==> config.mk <==
export PLATFORM = sky130hd
export DESIGN_NAME = hb_session_ctrl
export DESIGN_NICKNAME = d
export VERILOG_FILES = /design/src/rtl/hb_session_ctrl.sv
export SDC_FILE = /design/constraint.sdc
export NUM_CORES = 1
export LEC_CHECK = 0
export ABC_AREA = 1
export CAP_MARGIN = 20
export CORE_UTILIZATION = 30
export CTS_CLUSTER_SIZE = 16
export DETAILED_ROUTE_END_ITERATION = 12
export PLACE_DENSITY = 0.54
export SLEW_MARGIN = 20
export SYNTH_ARGS = -nofsm -noshare
export SYNTH_HDL_FRONTEND = slang
export SYNTH_SLANG_ARGS = --single-unit
==> constraint.sdc <==
create_clock -name clk -period 3 [get_ports clk]
set_clock_uncertainty 0.1 [all_clocks]
set_input_delay 0.3 -clock clk [delete_from_list [all_inputs] [get_ports clk]]
set_output_delay 0.3 -clock clk [all_outputs]
set_load 0.1 [all_outputs]
==> src/rtl/hb_session_ctrl.sv <==
// hb_session_ctrl: FIX session heartbeat/liveness scheduler driving one generator req/ack channel
// Ports: clk, rst (async active-low); enable_i session on; heartbeat_val_i HeartBtInt in ticks (0 = off);
//   tx_msg_sent_i / rx_msg_valid_i / rx_hb_match_i traffic pulses; gen_ack_i generator accept;
//   gen_req_o / gen_type_o (00 HB, 01 TestReq, 10 Logout) / testreq_id_o generator request;
//   session_timeout_o liveness-failure pulse; state_o debug state;
//   hb_sent_cnt_o / testreq_sent_cnt_o acked-message statistics, built only with HB_STATS_EN.
module hb_session_ctrl #(
  parameter int HB_RANGE = 16,
  parameter int TICK_DIV = 1000,
  parameter int GRACE    = 2
) (
  input  logic                clk,
  input  logic                rst,
  input  logic                enable_i,
  input  logic [HB_RANGE-1:0] heartbeat_val_i,
  input  logic                tx_msg_sent_i,
  input  logic                rx_msg_valid_i,
  input  logic                rx_hb_match_i,
  input  logic                gen_ack_i,
  output logic                gen_req_o,
  output logic [1:0]          gen_type_o,
  output logic [7:0]          testreq_id_o,
  output logic                session_timeout_o,
  output logic [2:0]          state_o,
  output logic [15:0]         hb_sent_cnt_o,
  output logic [15:0]         testreq_sent_cnt_o
);
  localparam logic [2:0] S_IDLE = 3'd0, S_ACTIVE = 3'd1, S_WAIT = 3'd2, S_LOGOUT = 3'd3, S_DONE = 3'd4;
  localparam logic [1:0] T_HB = 2'b00, T_TR = 2'b01, T_LO = 2'b10;
  localparam int PW = $clog2(TICK_DIV);
  logic [2:0]          r_state, w_next;
  logic [PW-1:0]       r_presc;
  logic [HB_RANGE:0]   r_tx_idle, r_rx_idle, w_tx_thr, w_rx_thr;
  logic [1:0]          r_type;
  logic [7:0]          r_id;
  logic                r_req, r_tr_pend, r_lo_pend;
  logic                w_tick, w_hb_en, w_live, w_tx_hit, w_rx_hit, w_match, w_tr_ev, w_lo_ev;
  logic                w_ack, w_hb_want, w_tr_want, w_lo_want, w_issue;
  assign w_hb_en   = |heartbeat_val_i;
  assign w_tx_thr  = {1'b0, heartbeat_val_i};
  assign w_rx_thr  = w_tx_thr + (HB_RANGE+1)'(GRACE);
  assign w_live    = (r_state == S_ACTIVE) || (r_state == S_WAIT);
  assign w_tick    = (r_state != S_IDLE) && (r_presc == PW'(TICK_DIV-1));
  assign w_tx_hit  = w_hb_en && (r_tx_idle >= w_tx_thr);
  // an inbound message in the threshold cycle proves liveness, so it masks the hit
  assign w_rx_hit  = w_hb_en && !rx_msg_valid_i && (r_rx_idle >= w_rx_thr);
  assign w_match   = rx_msg_valid_i && rx_hb_match_i;
  assign w_tr_ev   = enable_i && (r_state == S_ACTIVE) && w_rx_hit;
  assign w_lo_ev   = enable_i && (r_state == S_WAIT) && w_rx_hit;
  assign w_ack     = r_req && gen_ack_i;
  // the heartbeat request is the tx threshold level itself; any ack clears tx_idle and so drops it
  assign w_hb_want = w_live && w_tx_hit;
  assign w_tr_want = r_tr_pend || w_tr_ev;
  assign w_lo_want = r_lo_pend || w_lo_ev;
  assign w_issue   = !r_req && (w_hb_want || w_tr_want || w_lo_want);
  assign w_next = !enable_i              ? S_IDLE :
                  (r_state == S_IDLE)    ? S_ACTIVE :
                  (r_state == S_ACTIVE)  ? (w_tr_ev ? S_WAIT : S_ACTIVE) :
                  (r_state == S_WAIT)    ? (w_match ? S_ACTIVE : w_lo_ev ? S_LOGOUT : S_WAIT) :
                  (r_state == S_LOGOUT)  ? ((w_ack && r_type == T_LO) ? S_DONE : S_LOGOUT) :
                  S_IDLE;
  always_ff @(posedge clk or negedge rst)
    if (!rst) begin
      r_state   <= S_IDLE;
      r_presc   <= '0;
      r_tx_idle <= '0;
      r_rx_idle <= '0;
      r_req     <= 1'b0;
      r_type    <= T_HB;
      r_id      <= '0;
      r_tr_pend <= 1'b0;
      r_lo_pend <= 1'b0;
    end else begin
      r_state <= w_next;
      if (!enable_i || r_state == S_IDLE) begin
        r_presc   <= '0;
        r_tx_idle <= '0;
        r_rx_idle <= '0;
        r_req     <= 1'b0;
        r_tr_pend <= 1'b0;
        r_lo_pend <= 1'b0;
      end else begin
        r_presc   <= w_tick ? '0 : r_presc + 1'b1;
        r_tx_idle <= (!w_hb_en || tx_msg_sent_i || gen_ack_i) ? '0 :
                     (w_tick && !(&r_tx_idle)) ? r_tx_idle + 1'b1 : r_tx_idle;
        r_rx_idle <= (!w_hb_en || rx_msg_valid_i || w_tr_ev) ? '0 :
                     (w_tick && !(&r_rx_idle)) ? r_rx_idle + 1'b1 : r_rx_idle;
        r_req     <= w_issue || (r_req && !gen_ack_i);
        if (w_issue) r_type <= w_lo_want ? T_LO : w_tr_want ? T_TR : T_HB;
        // a queued Logout supersedes any TestRequest still waiting
        r_tr_pend <= w_tr_want && !w_lo_want && !w_issue;
        r_lo_pend <= w_lo_want && !w_issue;
        if (w_ack && r_type == T_TR) r_id <= r_id + 1'b1;
      end
    end
  assign gen_req_o         = r_req;
  assign gen_type_o        = r_type;
  assign testreq_id_o      = r_id;
  assign session_timeout_o = (r_state == S_DONE);
  assign state_o           = r_state;
`ifdef HB_STATS_EN
  logic [15:0] r_hb_cnt, r_tr_cnt;
  always_ff @(posedge clk or negedge rst)
    if (!rst) begin
      r_hb_cnt <= '0;
      r_tr_cnt <= '0;
    end else if (w_ack && enable_i) begin
      if (r_type == T_HB && !(&r_hb_cnt)) r_hb_cnt <= r_hb_cnt + 1'b1;
      if (r_type == T_TR && !(&r_tr_cnt)) r_tr_cnt <= r_tr_cnt + 1'b1;
    end
  assign hb_sent_cnt_o      = r_hb_cnt;
  assign testreq_sent_cnt_o = r_tr_cnt;
`else
  assign hb_sent_cnt_o      = '0;
  assign testreq_sent_cnt_o = '0;
`endif
endmodule

==> results by group <==
Status
  – Status: complete, no violations

Detailed routing
  – Final ANT Viol Nets: 0
  – Remaining DRCs: 0
  – Vias per inst: ~4.6
  – Total wire length: between 10 and 15 mm
  – Drt first pass iters: 4
  – Drt first-iter violations: approximately 130
  – Via count: approximately 4100
  – Wire per inst: ~12 um

Power
  – Internal Power: around 1600 uW
  – Leak Pwr: around 0.0028 uW
  – Peak VDD IR: roughly 0.23 mV
  – Clk pwr share: between 40% and 50%
  – P_sw: approximately 670 uW
  – Switching share of power: slightly below 30%
  – Pwr Density: between 300 and 400 nW/um2
  – Reg power frac: between 30% and 40%
  – Combinational power share: roughly 19%
  – Overall Power: 2260 uW

Yosys
  – Largest cells by area after synthesis: dfrtp_1 (32%), ha_1 (11%), nand2_1 (9.0%), inv_1 (6.5%), buf_4 (5.3%)
  – Distinct cells, synth: between 40 and 50
  – Top-count cell post-synth: nand2_1
  – Seq cells post-synth: 60
  – Synth top cells by count: nand2_1 (112), inv_1 (80), nor2_1 (63)
  – Syn Inst Count: ~600
  – Sequential element share of the synthesized area: approximately 32%
  – Async SR Flop Fraction: 100%
  – Mapped cell area: roughly 4700 um2
  – Yosys warnings: 0
  – Synthesized area per cell: just under 8 um2
  – Cell taking the most area after synthesis: dfrtp_1
  – Number of flops mapped to enable cells by yosys: 0
  – Area share of the largest cell type after synthesis: between 30 and 40%
  – Primary FF master, synth: dfrtp_1

Timing
  – Relative slew margins: roughly 64%
  – Slew Limit Fails: 0
  – Tmin final: 2.86 ns
  – Max Clk Rate: ~0.35 GHz
  – Endpoints failing hold: 0
  – Worst slew pin tran: roughly 0.54 ns
  – Final setup fails: 0
  – Final worst-path cycle share: a little over nine tenths
  – Setup ws final: between 0.1 and 0.15 ns
  – RSZ-0062 raised after global routing: yes

CTS
  – CTS tree: yes
  – CTS clock-pin slew for the worst setup and hold paths: 0.05 ns
  – H-Tree Depth: 3
  – Clock latency on the worst-skew pair: approximately 0.33 ns
  – TritonCTS Buffers: 9
  – Clock Path Buffers: 2
  – Clock Sink Count: 60
  – Clock root cell: clkbuf_16

Global route
  – GRT Total Usage: 14.6%
  – Vias in the first global route: approximately 4000
  – Antenna violations before repair: 0
  – First-pass GRT wire length: ~19 mm
  – Largest net degree at the start of global routing: 33
  – Remaining Overflow, GRT: 0

Setup path
  – R2r setup slk: between 0.3 and 0.4 ns
  – Reg2reg path depth: 15
  – Crit path max fanout: 8
  – Critical R2R Capture: r_tx_idle[15]$_DFFE_PN0P_
  – Worst endpoint data arrival time: between 3 and 4 ns
  – Worst setup SP type: input pin
  – Req. time, crit path: ~3.2 ns
  – R2r startpoint: r_tx_idle[3]$_DFFE_PN0P_
  – CP Launch Point: heartbeat_val_i[3]
  – Crit end category: flip-flop
  – WS Path Type: in -> reg

Placement
  – Cell Area, Placed: 5400 um2
  – Pre-CTS setup slack: -0.800 ns
  – Dpl cells: ~870
  – HPWL Detailed: 8.51 mm
  – GPL Wtd Cong: between 0.8 and 0.9
  – Port Buf Inserts: 37

Floorplan
  – Die area: 16000 um2
  – DIE HEIGHT: roughly 130 um
  – Starting Density: about 31%
  – Std-Cell Rows: 45
  – Num ports: 70
  – Core area: ~15000 um2
  – Die X: roughly 130 um

Final layout
  – Layout cells sized above 1: around 24%
  – Nets: 759
  – Final Core Density: just under 40%
  – Diodes inserted: 0
  – Layout overhead on the synthesized area: 28.5%
  – Fin cells: roughly 900
  – Fin area: around 6000 um2

Job
  – Max Cap Viol: 0

Min path
  – HP Class: in -> async
==> layout make-up <==
type,instances,area (um2)
Multi-Input combinational cell,448,2870
Tap cell,188,235
Clock inverter,2,35.0
Fill cell,1528,9170
Timing Repair Buffer,88,738
Clock buffer,12,256
Inverter,89,344
Sequential cell,60,1500
==> metal layers <==
metal	GRT usage, %	up-vias	routed length, um
met5	0	-	0
met4	6.09	0	255
met3	2.83	16	360
met2	23.1	90	4950
met1	19.3	1858	5390
li1	-	2089	-
==> kinds of logic after synthesis <==
family / count (synthesis) / share of synthesized area (%)
AO/OA/AOI/OAI: 61 / 7.24
XOR/XNOR: 28 / 5.27
adder cells (fa/ha/maj): 40 / 10.8
buffers and inverters: 125 / 13.1
flip-flops: 60 / 32.3
other: 1 / 0.0806
AND/OR/NAND/NOR: 287 / 31.3
==> placed cells by master (no fill, tap or decap), drive strengths merged <==
| cell type | synthesis | final |
|---|---|---|
| nand4 | 13 | 13 |
| bufinv | 0 | 1 |
| and2 | 1 | 1 |
| clkinv | 0 | 1 |
| o211ai | 2 | 2 |
| buf | 36 | 69 |
| nor3 | 35 | 35 |
| inv | 89 | 89 |
| nand2 | 118 | 118 |
| nor2 | 75 | 75 |
| xnor2 | 6 | 6 |
| clkbuf | 0 | 14 |
| ha | 40 | 40 |
| a221oi | 1 | 1 |
| a22o | 1 | 1 |
| nor3b | 8 | 8 |
| clkdlybuf4s50 | 0 | 13 |
| nand3 | 27 | 27 |
| o21a | 2 | 2 |
| dfrtp | 60 | 60 |
| clkdlybuf4s15 | 0 | 1 |
| nand3b | 1 | 1 |
| a211oi | 1 | 1 |
| a21boi | 1 | 1 |
| a31oi | 2 | 2 |
| xor2 | 22 | 22 |
| a21o | 1 | 1 |
| a21oi | 33 | 33 |
| dlymetal6s2s | 0 | 2 |
| conb | 1 | 32 |
| nor4 | 9 | 9 |
| dlygate4sd3 | 0 | 1 |
| o21ai | 17 | 17 |
==> worst max-delay path: stages <==
cell     delay, ns
buf_8         0.08
inv_4         0.03
nor3_4        0.17
nand2_1       0.08
nor2_2        0.14
nand3_2       0.12
nor3_4        0.20
nand2_2       0.11
nor2_2        0.13
xor2_1        0.20
ha_1          0.28
a21oi_1       0.15
o21ai_0       0.12
nor2_2        0.15
nand3_2       0.13
nand3_4       0.11
nand3_4       0.17
buf_6         0.19
nor3b_2       0.14
==> metrics by stage <==
stage	TNS, ns	hold WS (ns)
finish	0	0.250
detailed placement	-17.86	0.0743
global route	-1.17	0.277
floorplan	0	-0.0956
global placement	-15.35	0.0684
CTS	0	0.249
==> state kept, by name, indices dropped and copies added (netlist names) <==
signal,cells
r_presc,10
state_o,3
r_tx_idle,17
r_tr_pend,1
r_rx_idle,17
testreq_id_o,8
gen_type_o,2
r_lo_pend,1
gen_req_o,1
==> power groups by stage <==
stage | Clock (uW) | Sequential [uW] | Combinational [uW]
global placement | 0 | 833 | 393
finish | 1020 | 820 | 418
global route | 1080 | 820 | 447
floorplan | 0 | 848 | 296
detailed placement | 0 | 833 | 395
CTS | 1050 | 820 | 401
==> worst max path at each step <==
stage	endpoint	slack [ns]	cells after the start
2_1_floorplan	gen_type_o[1]$_DFFE_PN0P_	0.09	21
3_3_place_gp	r_rx_idle[14]$_DFFE_PN0P_	-0.67	19
3_5_place_dp	r_rx_idle[0]$_DFFE_PN0P_	-0.80	19
4_1_cts	r_rx_idle[10]$_DFFE_PN0P_	0.005	18
5_1_grt	gen_type_o[0]$_DFFE_PN0P_	-0.11	24
6_report	r_rx_idle[4]$_DFFE_PN0P_	0.14	19
==> what timing repair did <==
action / CTS / global route
hold endpoints to repair: 8 / 0
hold buffers: 1 / 0
setup buffers: 2 / 4
gates resized for setup: 26 / 64
setup endpoints to repair: 24 / 24
pin swaps: 7 / 25
(Power assumes the default switching activity.)
